==> src/rtl/usb_func_mux_pkg.sv <==
// Shared constants for the USB function multiplexer: register offsets,
// status/control bit positions and the switch state machine encoding.
package usb_func_mux_pkg;

  // Word-aligned register byte offsets
  localparam logic [3:0] AddrCcr = 4'h0;
  localparam logic [3:0] AddrRdr = 4'h4;
  localparam logic [3:0] AddrTdr = 4'h8;
  localparam logic [3:0] AddrSta = 4'hC;

  // STA bit positions
  localparam int unsigned StaConn     = 0;
  localparam int unsigned StaRxEmpty  = 1;
  localparam int unsigned StaRxFull   = 2;
  localparam int unsigned StaRxOvf    = 3;
  localparam int unsigned StaTxBusy   = 4;
  localparam int unsigned StaSwitch   = 5;
  localparam int unsigned StaTxOvf    = 6;
  localparam int unsigned StaConnChg  = 7;
  localparam int unsigned StaLevelLsb = 8;

  // CCR field positions
  localparam int unsigned CcrSelLsb = 0;
  localparam int unsigned CcrIeLsb  = 24;
  localparam int unsigned CcrEn     = 31;

  typedef enum logic [1:0] {
    StIdle   = 2'd0,
    StDetach = 2'd1,
    StActive = 2'd2
  } state_e;

endpackage

==> src/rtl/usb_rx_fifo.sv <==
// RX word FIFO between the selected USB function and the CPU.
// Ports: clk_i/rst_i (async active-high), flush_i empties the FIFO, push_i/wdata_i
// write (ignored when full), pop_i (ignored when empty), rdata_o is the head word,
// level_o/full_o/empty_o report occupancy. DEPTH must be a power of two.
module usb_rx_fifo #(
  parameter int unsigned DEPTH = 16,
  localparam int unsigned AW = $clog2(DEPTH),
  localparam int unsigned LW = AW + 1
) (
  input  logic          clk_i,
  input  logic          rst_i,
  input  logic          flush_i,
  input  logic          push_i,
  input  logic [31:0]   wdata_i,
  input  logic          pop_i,
  output logic [31:0]   rdata_o,
  output logic [LW-1:0] level_o,
  output logic          full_o,
  output logic          empty_o
);

  logic [31:0]   mem_q [DEPTH];
  logic [AW-1:0] wr_ptr_q, rd_ptr_q;
  logic [LW-1:0] level_q;
  logic          do_push, do_pop;

  assign full_o  = (level_q == LW'(DEPTH));
  assign empty_o = (level_q == '0);
  assign do_push = push_i && !full_o;
  assign do_pop  = pop_i && !empty_o;
  assign rdata_o = mem_q[rd_ptr_q];
  assign level_o = level_q;

  always_ff @(posedge clk_i) begin
    if (do_push) mem_q[wr_ptr_q] <= wdata_i;
  end

  always_ff @(posedge clk_i or posedge rst_i) begin
    if (rst_i) begin
      wr_ptr_q <= '0;
      rd_ptr_q <= '0;
      level_q  <= '0;
    end else if (flush_i) begin
      wr_ptr_q <= '0;
      rd_ptr_q <= '0;
      level_q  <= '0;
    end else begin
      if (do_push) wr_ptr_q <= wr_ptr_q + AW'(1);
      if (do_pop)  rd_ptr_q <= rd_ptr_q + AW'(1);
      if (do_push && !do_pop)      level_q <= level_q + LW'(1);
      else if (do_pop && !do_push) level_q <= level_q - LW'(1);
    end
  end

endmodule

==> src/rtl/usb_func_mux.sv <==
// Software-controlled multiplexer connecting one of N_FUNC USB function cores to a
// shared D+/D- pad pair. Every CCR write forces a timed detach (pull-up off, all
// functions in reset) so the host sees a disconnect before the new function appears.
// Ports: bus (write_i/read_i/data_be_i/addr_i/wdata_i/rdata_o), per-function reset,
// pad request, RX and TX handshakes, and the shared pad outputs (usb_*_o).
// Optional: define USB_FUNC_MUX_IRQ_EN to add irq_o, CCR[27:24] interrupt enables
// and the sticky connect-change flag STA[7].
module usb_func_mux
  import usb_func_mux_pkg::*;
#(
  parameter int unsigned N_FUNC        = 6,
  parameter int unsigned DEPTH         = 16,
  parameter int unsigned DETACH_CYCLES = 1024
) (
  input  logic                  clk_i,
  input  logic                  rst_i,
  input  logic                  write_i,
  input  logic                  read_i,
  input  logic [3:0]            data_be_i,
  input  logic [3:0]            addr_i,
  input  logic [31:0]           wdata_i,
  output logic [31:0]           rdata_o,
  output logic [N_FUNC-1:0]     func_rstn_o,
  input  logic [N_FUNC-1:0]     func_pull_i,
  input  logic [N_FUNC-1:0]     func_oe_i,
  input  logic [N_FUNC-1:0]     func_dp_i,
  input  logic [N_FUNC-1:0]     func_dn_i,
  input  logic [N_FUNC-1:0]     func_conn_i,
  input  logic [N_FUNC-1:0]     func_rx_valid_i,
  input  logic [32*N_FUNC-1:0]  func_rx_data_i,
  output logic [N_FUNC-1:0]     func_rx_ready_o,
  output logic [31:0]           func_tx_data_o,
  output logic [N_FUNC-1:0]     func_tx_valid_o,
  input  logic [N_FUNC-1:0]     func_tx_ready_i,
`ifdef USB_FUNC_MUX_IRQ_EN
  output logic                  irq_o,
`endif
  output logic                  usb_dp_pull_o,
  output logic                  usb_oe_o,
  output logic                  usb_dp_o,
  output logic                  usb_dn_o
);

  localparam int unsigned LW = $clog2(DEPTH) + 1;
  localparam int unsigned CW = $clog2(DETACH_CYCLES);
  localparam logic [CW-1:0] CntLoad = CW'(DETACH_CYCLES - 1);

  state_e        state_q;
  logic [CW-1:0] cnt_q;
  logic [3:0]    ccr_sel_q;
  logic          ccr_en_q;
  logic [31:0]   tx_data_q, rdata_q;
  logic          tx_busy_q, rx_ovf_q, tx_ovf_q;
  logic [3:0]    ccr_ie;
  logic          conn_chg;

  logic          active, sel_ok;
  logic [N_FUNC-1:0] sel_oh;
  logic [31:0]   wmask, rx_word, sta_word, ccr_word, rd_word;
  logic          wr_ccr, wr_tdr, wr_sta_lo, rd_rdr;
  logic          rx_valid_sel, tx_ready_sel, conn_sel;
  logic          fifo_push, fifo_pop, fifo_full, fifo_empty;
  logic [31:0]   fifo_rdata;
  logic [LW-1:0] fifo_level;

  assign active = (state_q == StActive);
  assign sel_ok = 32'(ccr_sel_q) < N_FUNC;
  assign wmask  = {{8{data_be_i[3]}}, {8{data_be_i[2]}}, {8{data_be_i[1]}}, {8{data_be_i[0]}}};

  assign wr_ccr    = write_i && (addr_i == AddrCcr) && (data_be_i != 4'b0);
  assign wr_tdr    = write_i && (addr_i == AddrTdr);
  assign wr_sta_lo = write_i && (addr_i == AddrSta) && data_be_i[0];
  assign rd_rdr    = read_i && (addr_i == AddrRdr);

  // One-hot of the connected function; all-zero outside ACTIVE, so every
  // per-function output below is gated by the state for free.
  always_comb begin
    sel_oh  = '0;
    rx_word = '0;
    for (int k = 0; k < N_FUNC; k++) begin
      sel_oh[k] = active && (ccr_sel_q == 4'(k));
      if (sel_oh[k]) rx_word = rx_word | func_rx_data_i[32*k +: 32];
    end
  end

  assign func_rstn_o     = sel_oh;
  assign usb_dp_pull_o   = |(func_pull_i & sel_oh);
  assign usb_oe_o        = |(func_oe_i & sel_oh);
  assign usb_dp_o        = |(func_dp_i & sel_oh);
  assign usb_dn_o        = |(func_dn_i & sel_oh);
  assign conn_sel        = |(func_conn_i & sel_oh);
  assign rx_valid_sel    = |(func_rx_valid_i & sel_oh);
  assign tx_ready_sel    = |(func_tx_ready_i & sel_oh);
  assign func_rx_ready_o = sel_oh & {N_FUNC{!fifo_full}};
  assign func_tx_valid_o = sel_oh & {N_FUNC{tx_busy_q}};
  assign func_tx_data_o  = tx_data_q;
  assign rdata_o         = rdata_q;

  assign fifo_push = rx_valid_sel && !fifo_full;
  assign fifo_pop  = rd_rdr && !fifo_empty;

  usb_rx_fifo #(
    .DEPTH (DEPTH)
  ) u_rx_fifo (
    .clk_i   (clk_i),
    .rst_i   (rst_i),
    .flush_i (wr_ccr),
    .push_i  (fifo_push),
    .wdata_i (rx_word),
    .pop_i   (fifo_pop),
    .rdata_o (fifo_rdata),
    .level_o (fifo_level),
    .full_o  (fifo_full),
    .empty_o (fifo_empty)
  );

  // Switch state machine; a CCR write always (re)starts the detach window.
  always_ff @(posedge clk_i or posedge rst_i) begin
    if (rst_i) begin
      state_q <= StIdle;
      cnt_q   <= '0;
    end else if (wr_ccr) begin
      state_q <= StDetach;
      cnt_q   <= CntLoad;
    end else if (state_q == StDetach) begin
      if (cnt_q == '0) state_q <= (ccr_en_q && sel_ok) ? StActive : StIdle;
      else             cnt_q   <= cnt_q - CW'(1);
    end
  end

  always_ff @(posedge clk_i or posedge rst_i) begin
    if (rst_i) begin
      ccr_sel_q <= '0;
      ccr_en_q  <= 1'b0;
      tx_data_q <= '0;
      tx_busy_q <= 1'b0;
      rx_ovf_q  <= 1'b0;
      tx_ovf_q  <= 1'b0;
      rdata_q   <= '0;
    end else begin
      if (write_i && (addr_i == AddrCcr)) begin
        if (data_be_i[0]) ccr_sel_q <= wdata_i[CcrSelLsb +: 4];
        if (data_be_i[3]) ccr_en_q  <= wdata_i[CcrEn];
      end
      // Later assignments win: load beats completion, a switch beats both.
      if (tx_busy_q && tx_ready_sel) tx_busy_q <= 1'b0;
      if (wr_tdr && active && !tx_busy_q) begin
        tx_data_q <= wdata_i & wmask;
        tx_busy_q <= 1'b1;
      end
      if (wr_ccr) tx_busy_q <= 1'b0;
      // Sticky flags: a set in the same cycle as a W1C clear wins.
      rx_ovf_q <= (rx_valid_sel && fifo_full) ||
                  (rx_ovf_q && !(wr_sta_lo && wdata_i[StaRxOvf]));
      tx_ovf_q <= (wr_tdr && (!active || tx_busy_q)) ||
                  (tx_ovf_q && !(wr_sta_lo && wdata_i[StaTxOvf]));
      if (read_i) rdata_q <= rd_word;
    end
  end

`ifdef USB_FUNC_MUX_IRQ_EN
  logic [3:0] ccr_ie_q;
  logic       conn_prev_q, conn_chg_q, irq_q;
  logic [3:0] irq_cond;

  assign ccr_ie   = ccr_ie_q;
  assign conn_chg = conn_chg_q;
  assign irq_o    = irq_q;
  // rx_nonempty, rx_ovf, tx_done (TX word free while connected), connect-change
  assign irq_cond = {conn_chg_q, active && !tx_busy_q, rx_ovf_q, !fifo_empty};

  always_ff @(posedge clk_i or posedge rst_i) begin
    if (rst_i) begin
      ccr_ie_q    <= '0;
      conn_prev_q <= 1'b0;
      conn_chg_q  <= 1'b0;
      irq_q       <= 1'b0;
    end else begin
      if (write_i && (addr_i == AddrCcr) && data_be_i[3]) ccr_ie_q <= wdata_i[CcrIeLsb +: 4];
      conn_prev_q <= conn_sel;
      conn_chg_q  <= (active && (conn_sel != conn_prev_q)) ||
                     (conn_chg_q && !(wr_sta_lo && wdata_i[StaConnChg]));
      irq_q       <= |(ccr_ie_q & irq_cond);
    end
  end
`else
  assign ccr_ie   = '0;
  assign conn_chg = 1'b0;
`endif

  always_comb begin
    sta_word = '0;
    sta_word[StaConn]            = conn_sel;
    sta_word[StaRxEmpty]         = fifo_empty;
    sta_word[StaRxFull]          = fifo_full;
    sta_word[StaRxOvf]           = rx_ovf_q;
    sta_word[StaTxBusy]          = tx_busy_q;
    sta_word[StaSwitch]          = (state_q == StDetach);
    sta_word[StaTxOvf]           = tx_ovf_q;
    sta_word[StaConnChg]         = conn_chg;
    sta_word[StaLevelLsb +: 8]   = 8'(fifo_level);
  end

  always_comb begin
    ccr_word = '0;
    ccr_word[CcrSelLsb +: 4] = ccr_sel_q;
    ccr_word[CcrIeLsb +: 4]  = ccr_ie;
    ccr_word[CcrEn]          = ccr_en_q;
  end

  always_comb begin
    rd_word = '0;
    case (addr_i)
      AddrCcr: rd_word = ccr_word;
      AddrRdr: rd_word = fifo_empty ? 32'b0 : fifo_rdata;
      AddrSta: rd_word = sta_word;
      default: rd_word = '0;
    endcase
  end

endmodule

==> config.mk <==
export PLATFORM = sky130hd
export DESIGN_NAME = usb_func_mux
export DESIGN_NICKNAME = d
export VERILOG_FILES = /design/src/rtl/usb_func_mux_pkg.sv /design/src/rtl/usb_rx_fifo.sv /design/src/rtl/usb_func_mux.sv
export SDC_FILE = /design/constraint.sdc
export NUM_CORES = 1
export LEC_CHECK = 0
export CAP_MARGIN = 20
export CORE_MARGIN = 2
export CORE_UTILIZATION = 49
export CTS_CLUSTER_SIZE = 24
export DETAILED_ROUTE_END_ITERATION = 16
export PLACE_DENSITY = 0.84
export SYNTH_ARGS = -nofsm -noshare
export SYNTH_HDL_FRONTEND = slang
export SYNTH_SLANG_ARGS = --single-unit
==> constraint.sdc <==
create_clock -name clk_i -period 4.8 [get_ports clk_i]
set_input_delay 0.48 -clock clk_i [delete_from_list [all_inputs] [get_ports clk_i]]
set_output_delay 0.48 -clock clk_i [all_outputs]
set_load 0.01 [all_outputs]
### Word-level counts from Yosys, hierarchy flattened

Memories as Yosys holds them, arrays and structs flattened.
Index checks and enable logic that the tools add are counted.

| word-level totals | value |
|---|---|
| register bits | 97 |
| RAM bits | 512 |
| bits of input ports | 278 |
| output and inout bits | 86 |
| logic and storage cells | 134 |
| memories kept | 1 |

Memory list:

| memory | depth | width | rd ports | clocked after memory_dff | wr ports | line | source |
|---|---|---|---|---|---|---|---|
| u_rx_fifo.mem_q | 16 | 32 | 1 | 0 | 1 | usb_rx_fifo.sv:22 | `logic [31:0] mem_q [DEPTH];` |

| cells by class | value |
|---|---|
| add/subtract/negate cells | 5 |
| $lt $le $gt $ge | 1 |
| equal/unequal tests | 12 |
| muxes and demuxes | 27 |
| bitwise gates (word level) | 15 |
| reductions and logical operators | 61 |

Operator list:

| cell | count |
|---|---|
| 32-bit 2-to-1 mux | 7 |
| 32-bit OR | 5 |
| 32-bit case mux with 3 select lines | 1 |
| 6-bit bitwise AND | 9 |
| 6-bit OR reduction | 7 |
| 32-bit bitwise AND | 1 |
| 10-bit 2-to-1 mux | 3 |
| 1-bit logical AND | 28 |
| 4-bit 2-to-1 mux | 4 |
| 5-bit 2-to-1 mux | 3 |
| 4-bit by 3-bit equality test with 1-bit output, second input constant | 3 |
| 10-bit zero test | 1 |
| 10-bit by 1-bit subtractor with 10-bit output, second input constant | 1 |
| 4-bit by 1-bit adder with 4-bit output, second input constant | 2 |
| 4-bit by 2-bit equality test with 1-bit output, second input constant | 2 |
| 4-bit equality test, second input constant | 2 |
| 1-bit zero test | 8 |
| 4-bit zero test | 2 |
| 2-bit 2-to-1 mux | 4 |
| 2-bit AND reduction | 4 |
| 2-bit nonzero test | 4 |
| 3-bit nonzero test | 2 |
| 5-bit by 1-bit adder with 5-bit output, second input constant | 1 |
| 5-bit equality test, second input constant | 1 |
| other kinds (10) | 16 |

### Logic depth before layout (Yosys ltp)

| depth | value |
|---|---|
| depth in word-level cells | 13 |
| gate-level depth with buffers | 13 |
| mapped depth without buffers | 12 |

### Cells and area by module

A second synthesis with hierarchy kept.

| second synthesis, totals | value |
|---|---|
| cell total of the unflattened synthesis | 1436 |
| area total of the unflattened synthesis | 25300.5 um2 |

Modules (own cells, without submodules):

| module | times used | cells an instance | area an instance (um2) | seq. area each (um2) |
|---|---|---|---|---|
| usb_rx_fifo | 1 | 826 | 20200.6 | 15700.1 |
| usb_func_mux | 1 | 610 | 5099.9 | 2102.0 |

### Worst setup path after synthesis

No wires, ideal clock.

| timing | value |
|---|---|
| kind | reg2reg |
| start point | reg state_q[0] |
| end point | mem u_rx_fifo.mem_q[0][0] (enable) |
| library setup time | 513 ps |
| arrival time | 4786 ps |
| data required time | 4287 ps |
| setup slack | -499 ps |
| cell stages (with the launch flop) | 6 |
| path buffers | 2 |
| clock period less this slack | 5299 ps |
| cells stage by stage | dfrtp_1 clkbuf_1 nor3b_1 o211ai_1 clkbuf_1 nor4b_1 |

| between the ends | value |
|---|---|
| cells in the longest elaborated chain, start to end | 8 |
| elaborated cells between the ends (all ways) | 13 |
| classes of those cells | 1 x eq/ne; 2 x mux; 1 x bitwise; 9 x reduce/logical |

RTL lines:

| what | line | source |
|---|---|---|
| from (decl) | usb_func_mux.sv:48 | `state_e state_q;` |
| from (signal assigned) | usb_func_mux.sv:120 | `state_q <= StIdle;` |
| from (signal assigned) | usb_func_mux.sv:123 | `state_q <= StDetach;` |
| from (signal assigned) | usb_func_mux.sv:126 | `if (cnt_q == '0) state_q <= (ccr_en_q && sel_ok) ? StActive : StIdle;` |
| 2-bit equality test * | usb_func_mux.sv:66 | `assign active = (state_q == StActive);` |
| 1-bit logical AND | usb_func_mux.sv:81 | `sel_oh[k] = active && (ccr_sel_q == 4'(k));` |
| 6-bit bitwise AND * | usb_func_mux.sv:92 | `assign rx_valid_sel = \|(func_rx_valid_i & sel_oh);` |
| 6-bit OR reduction * | usb_func_mux.sv:92 |  |
| 1-bit logical AND * | usb_func_mux.sv:99 | `assign fifo_push = rx_valid_sel && !fifo_full;` |
| 1-bit logical AND * | usb_rx_fifo.sv:29 | `assign do_push = push_i && !full_o;` |
| 1-bit 2-to-1 mux * | usb_rx_fifo.sv:35 | `if (do_push) mem_q[wr_ptr_q] <= wdata_i;` |
| 1-bit 2-to-1 mux (not written as such) * | usb_rx_fifo.sv:35 |  |
| to (decl) | usb_rx_fifo.sv:22 |  |

Mark *: on every way between the ends. The rest lies on a longest branch, timed or not.

### Worst setup path in the final report

| timing | value |
|---|---|
| start point | reg state_q[0] |
| end point | out func_tx_valid_o[5] |

| between the ends | value |
|---|---|
| cells in the longest elaborated chain, start to end | 3 |

RTL lines:

| what | line | source |
|---|---|---|
| 2-bit equality test | usb_func_mux.sv:66 |  |
| 1-bit logical AND | usb_func_mux.sv:81 |  |
| 6-bit bitwise AND | usb_func_mux.sv:95 | `assign func_tx_valid_o = sel_oh & {N_FUNC{tx_busy_q}};` |
| to (decl) | usb_func_mux.sv:33 | `output logic [N_FUNC-1:0] func_tx_valid_o,` |

No other way between the ends.

==> flow_metrics.tcl <==
set metrics [dict create \
    cts_tree "built" \
    drt-total-wl_microns 69500 \
    synth_top_cell_by_area "edfxtp_1" \
    row_count 82 \
    p_sw_share_pct 19.7 \
    fin_cells 2523 \
    use_met2_pct 44.8 \
    grt_pass1_vias 16123 \
    slew-limit-headroom_pct 23.9 \
    synth_most_common_cell "edfxtp_1" \
    critical_path_class "flip-flop to output port" \
    antenna_found_initial 0 \
    seq_power_share_pct 51.2 \
    final-hold-violation-count 0 \
    synthCells 1424 \
    synth.distinct_cells 51 \
    yosysTopAreaCellShare_pct 61.5 \
    cts_max_level 2 \
    fmax_mhz 240 \
    critical_path_peak_fanout 30 \
    grt_usage_pct 26.1 \
    worst_pin_slew_ns 1.14 \
    r2r_slack_ns 1.07 \
    drt-wirelength-per-cell_microns 27.6 \
    clock_latency_ns 0.62 \
    max-cap-violations 0 \
    grt_start_max_net_pins 66 \
    leakage_nw 9.10 \
    first_iter_violations 1937 \
    cts.path.max_buffers 3 \
    cts_sinks 609 \
    die-area_sq_um 52800 \
    hold_buffers 0 \
    post-place-ws_ns 1.13 \
    fin_ws_ns 0.641 \
    ys_seq_elements 609 \
    drive_gt1_share_pct 16.9 \
    fin_crit_sh_pct 86.7 \
    post-dp-hpwl_microns 42300 \
    io_buffers 363 \
    start_kind "flip-flop" \
    async_flop_share_pct 15.9 \
    p_per_area_nw_per_um2 354 \
    rsz0062_at_grt "false" \
    busiest_layer "met2" \
    fin_skew_ns 0.0185 \
    overflow 0 \
    synth_nets 1714 \
    arrival_ns 3.68 \
    area_growth_pct 26.9 \
    status "complete, no violations" \
    detail_route.first_pass.iterations 5 \
    regToRegEndpoint "u_rx_fifo.level_o[4]$_DFFE_PP0P_" \
    detail-route-antenna-nets 0 \
    post_cts_resized 0 \
    fin_crit_ns 4.16 \
    yosys_most_used_dff "edfxtp_1" \
    syn_area_sq_um 25000 \
    clk_pin_slew_worst_paths_ns 0.06 \
    io_pins 364 \
    drc 0 \
    yosysWarnings 0 \
    hold_class "input pin to async pin" \
    slew_viol_final 0 \
    gp_congestion 0.897 \
    vdd_drop_max_mv 0.333 \
    grt_pass1_wl_microns 102000 \
    synth_edf_count 512 \
    via_per_inst 6.21 \
    n_fill_cell 3381 \
    setup_viol 0 \
    vias 15665 \
    critPathCaptureType "output port" \
    start_util_pct 49.7 \
    ys_top_cells_by_count "edfxtp_1 (512), mux4_2 (128), a22oi_1 (110), nand2_1 (110), dfrtp_1 (97)" \
    use_met1_pct 32.4 \
    post_cts_buffers 0 \
    r2r-start "ccr_sel_q[0]$_DFFE_PP0P_" \
    ys_top_cells_by_area "edfxtp_1 (62%), mux4_2 (12%), dfrtp_1 (9.7%)" \
    yosysSeqAreaShare_pct 71.2 \
    cts_root_buf "clkbuf_16" \
    met3_usage_pct 5.36 \
    placed_cells 2411 \
    die_w_microns 230 \
    cp.required_ns 4.32 \
    p_comb_share_pct 3.8 \
    intPower_mw 9.02 \
    cts_made_buffers 59 \
    power_switching_mw 2.21 \
    syn_area_per_cell_sq_um 17.5 \
    final_net_count 2090 \
    p_clk_share_pct 45.0 \
    r2r_cells 13 \
    die-height_microns 230 \
    core_sq_um 50300 \
]
worst max-delay path, stage by stage (launching register included):
cell	delay, ns
dfrtp_1	0.50
nor3b_1	0.67
and4b_2	0.87
buf_4	0.34
and2_1	0.15
clkdlybuf4s50_1	0.54
cell usage in the layout (no fill, tap or decap), types with 13 or more instances in the layout:
| cell type | netlist | layout |
|---|---|---|
| edfxtp_1 | 512 | 512 |
| clkdlybuf4s50_1 | 0 | 363 |
| mux4_2 | 128 | 128 |
| nand2_1 | 110 | 110 |
| a22oi_1 | 110 | 110 |
| dfrtp_1 | 97 | 94 |
| mux2i_1 | 63 | 63 |
| clkbuf_16 | 0 | 59 |
| nand3_1 | 51 | 51 |
| o21ai_0 | 47 | 47 |
| buf_4 | 3 | 41 |
| nor2_1 | 27 | 21 |
| o221ai_1 | 18 | 18 |
| mux2_2 | 16 | 16 |
| a21oi_1 | 14 | 14 |
| clkbuf_1 | 51 | 13 |
| bufinv_16 | 0 | 13 |
power by group through the flow:
stage | sequential, mW | combinational [mW] | clock [mW]
global route | 5.76 | 0.461 | 5.29
finish | 5.75 | 0.430 | 5.05
floorplan | 5.84 | 0.149 | 0
global placement | 5.86 | 0.417 | 0
CTS | 5.75 | 0.430 | 5.08
detailed placement | 5.86 | 0.427 | 0
routing by layer:
metal	routed length, microns	share of wire [%]	vias up
li1	-	-	6526
met1	24800	36	7941
met2	35400	51	1025
met3	6610	9.5	173
met4	2770	4.0	0
met5	0	0	-
worst max path at each step:
stage / start / endpoint / slack (ns) / depth (start not counted)
final: state_q[0]$_DFFE_PP0P_ / func_tx_valid_o[5] / 0.64 / 5
after global routing: state_q[0]$_DFFE_PP0P_ / func_tx_valid_o[5] / 0.47 / 5
after CTS: state_q[0]$_DFFE_PP0P_ / func_tx_valid_o[5] / 0.61 / 5
after detailed placement: func_rx_valid_i[5] / u_rx_fifo.level_o[4]$_DFFE_PP0P_ / 1.13 / 14
after global placement: func_rx_valid_i[5] / u_rx_fifo.level_o[4]$_DFFE_PP0P_ / 1.25 / 14
after floorplan: state_q[0]$_DFFE_PP0P_ / u_rx_fifo.mem_q[1][0]$_DFFE_PP_ / -0.49 / 5
area by class of cell:
class	count	area [sq um]	area share (%)
Antenna cell	1	2.50	0.00789
Clock buffer	77	1590	5.03
Clock inverter	34	533	1.68
Inverter	13	51.3	0.162
Multi-Input combinational cell	709	6860	21.6
Sequential cell	609	17800	56.2
Tap cell	672	841	2.65
Timing Repair Buffer	408	4020	12.7
sequential cells by signal (all words and copies together), names as in the netlist, 2 cells and up:
| register | cells |
|---|---|
| u_rx_fifo.wr_ptr_q | 4 |
| state_q | 2 |
| ccr_sel_q | 4 |
| cnt_q | 10 |
| u_rx_fifo.level_o | 5 |
| u_rx_fifo.rd_ptr_q | 4 |
| func_tx_data_o | 32 |
| rdata_o | 32 |
| u_rx_fifo.mem_q | 512 |
stage by stage:
step,instance area [sq um],hold WS (ns),utilization (%),TNS [ns],power (mW)
floorplan,25000,0.470,-,-36.56,5.98
global placement,29600,0.463,58.9,0,6.27
detailed placement,29600,0.471,58.9,0,6.29
CTS,31700,0.424,63.1,0,11.3
global route,31700,0.448,63.1,0,11.5
finish,31700,0.424,63.1,0,11.2
kinds of logic (layout without fill, tap and decap cells):
group                    count (synthesis)  in the layout  synth area share (%)
AO/OA/AOI/OAI                          226            226                  6.34
XOR/XNOR                                16             16                 0.561
adder cells (fa/ha/maj)                 12             12                 0.631
buffers and inverters                  106            532                  1.80
flip-flops                             609            609                  71.2
multiplexers                           207            207                  14.8
other                                    0              1                     0
AND/OR/NAND/NOR                        248            248                  4.64
Note: power is estimated with default switching activity, not from simulation.
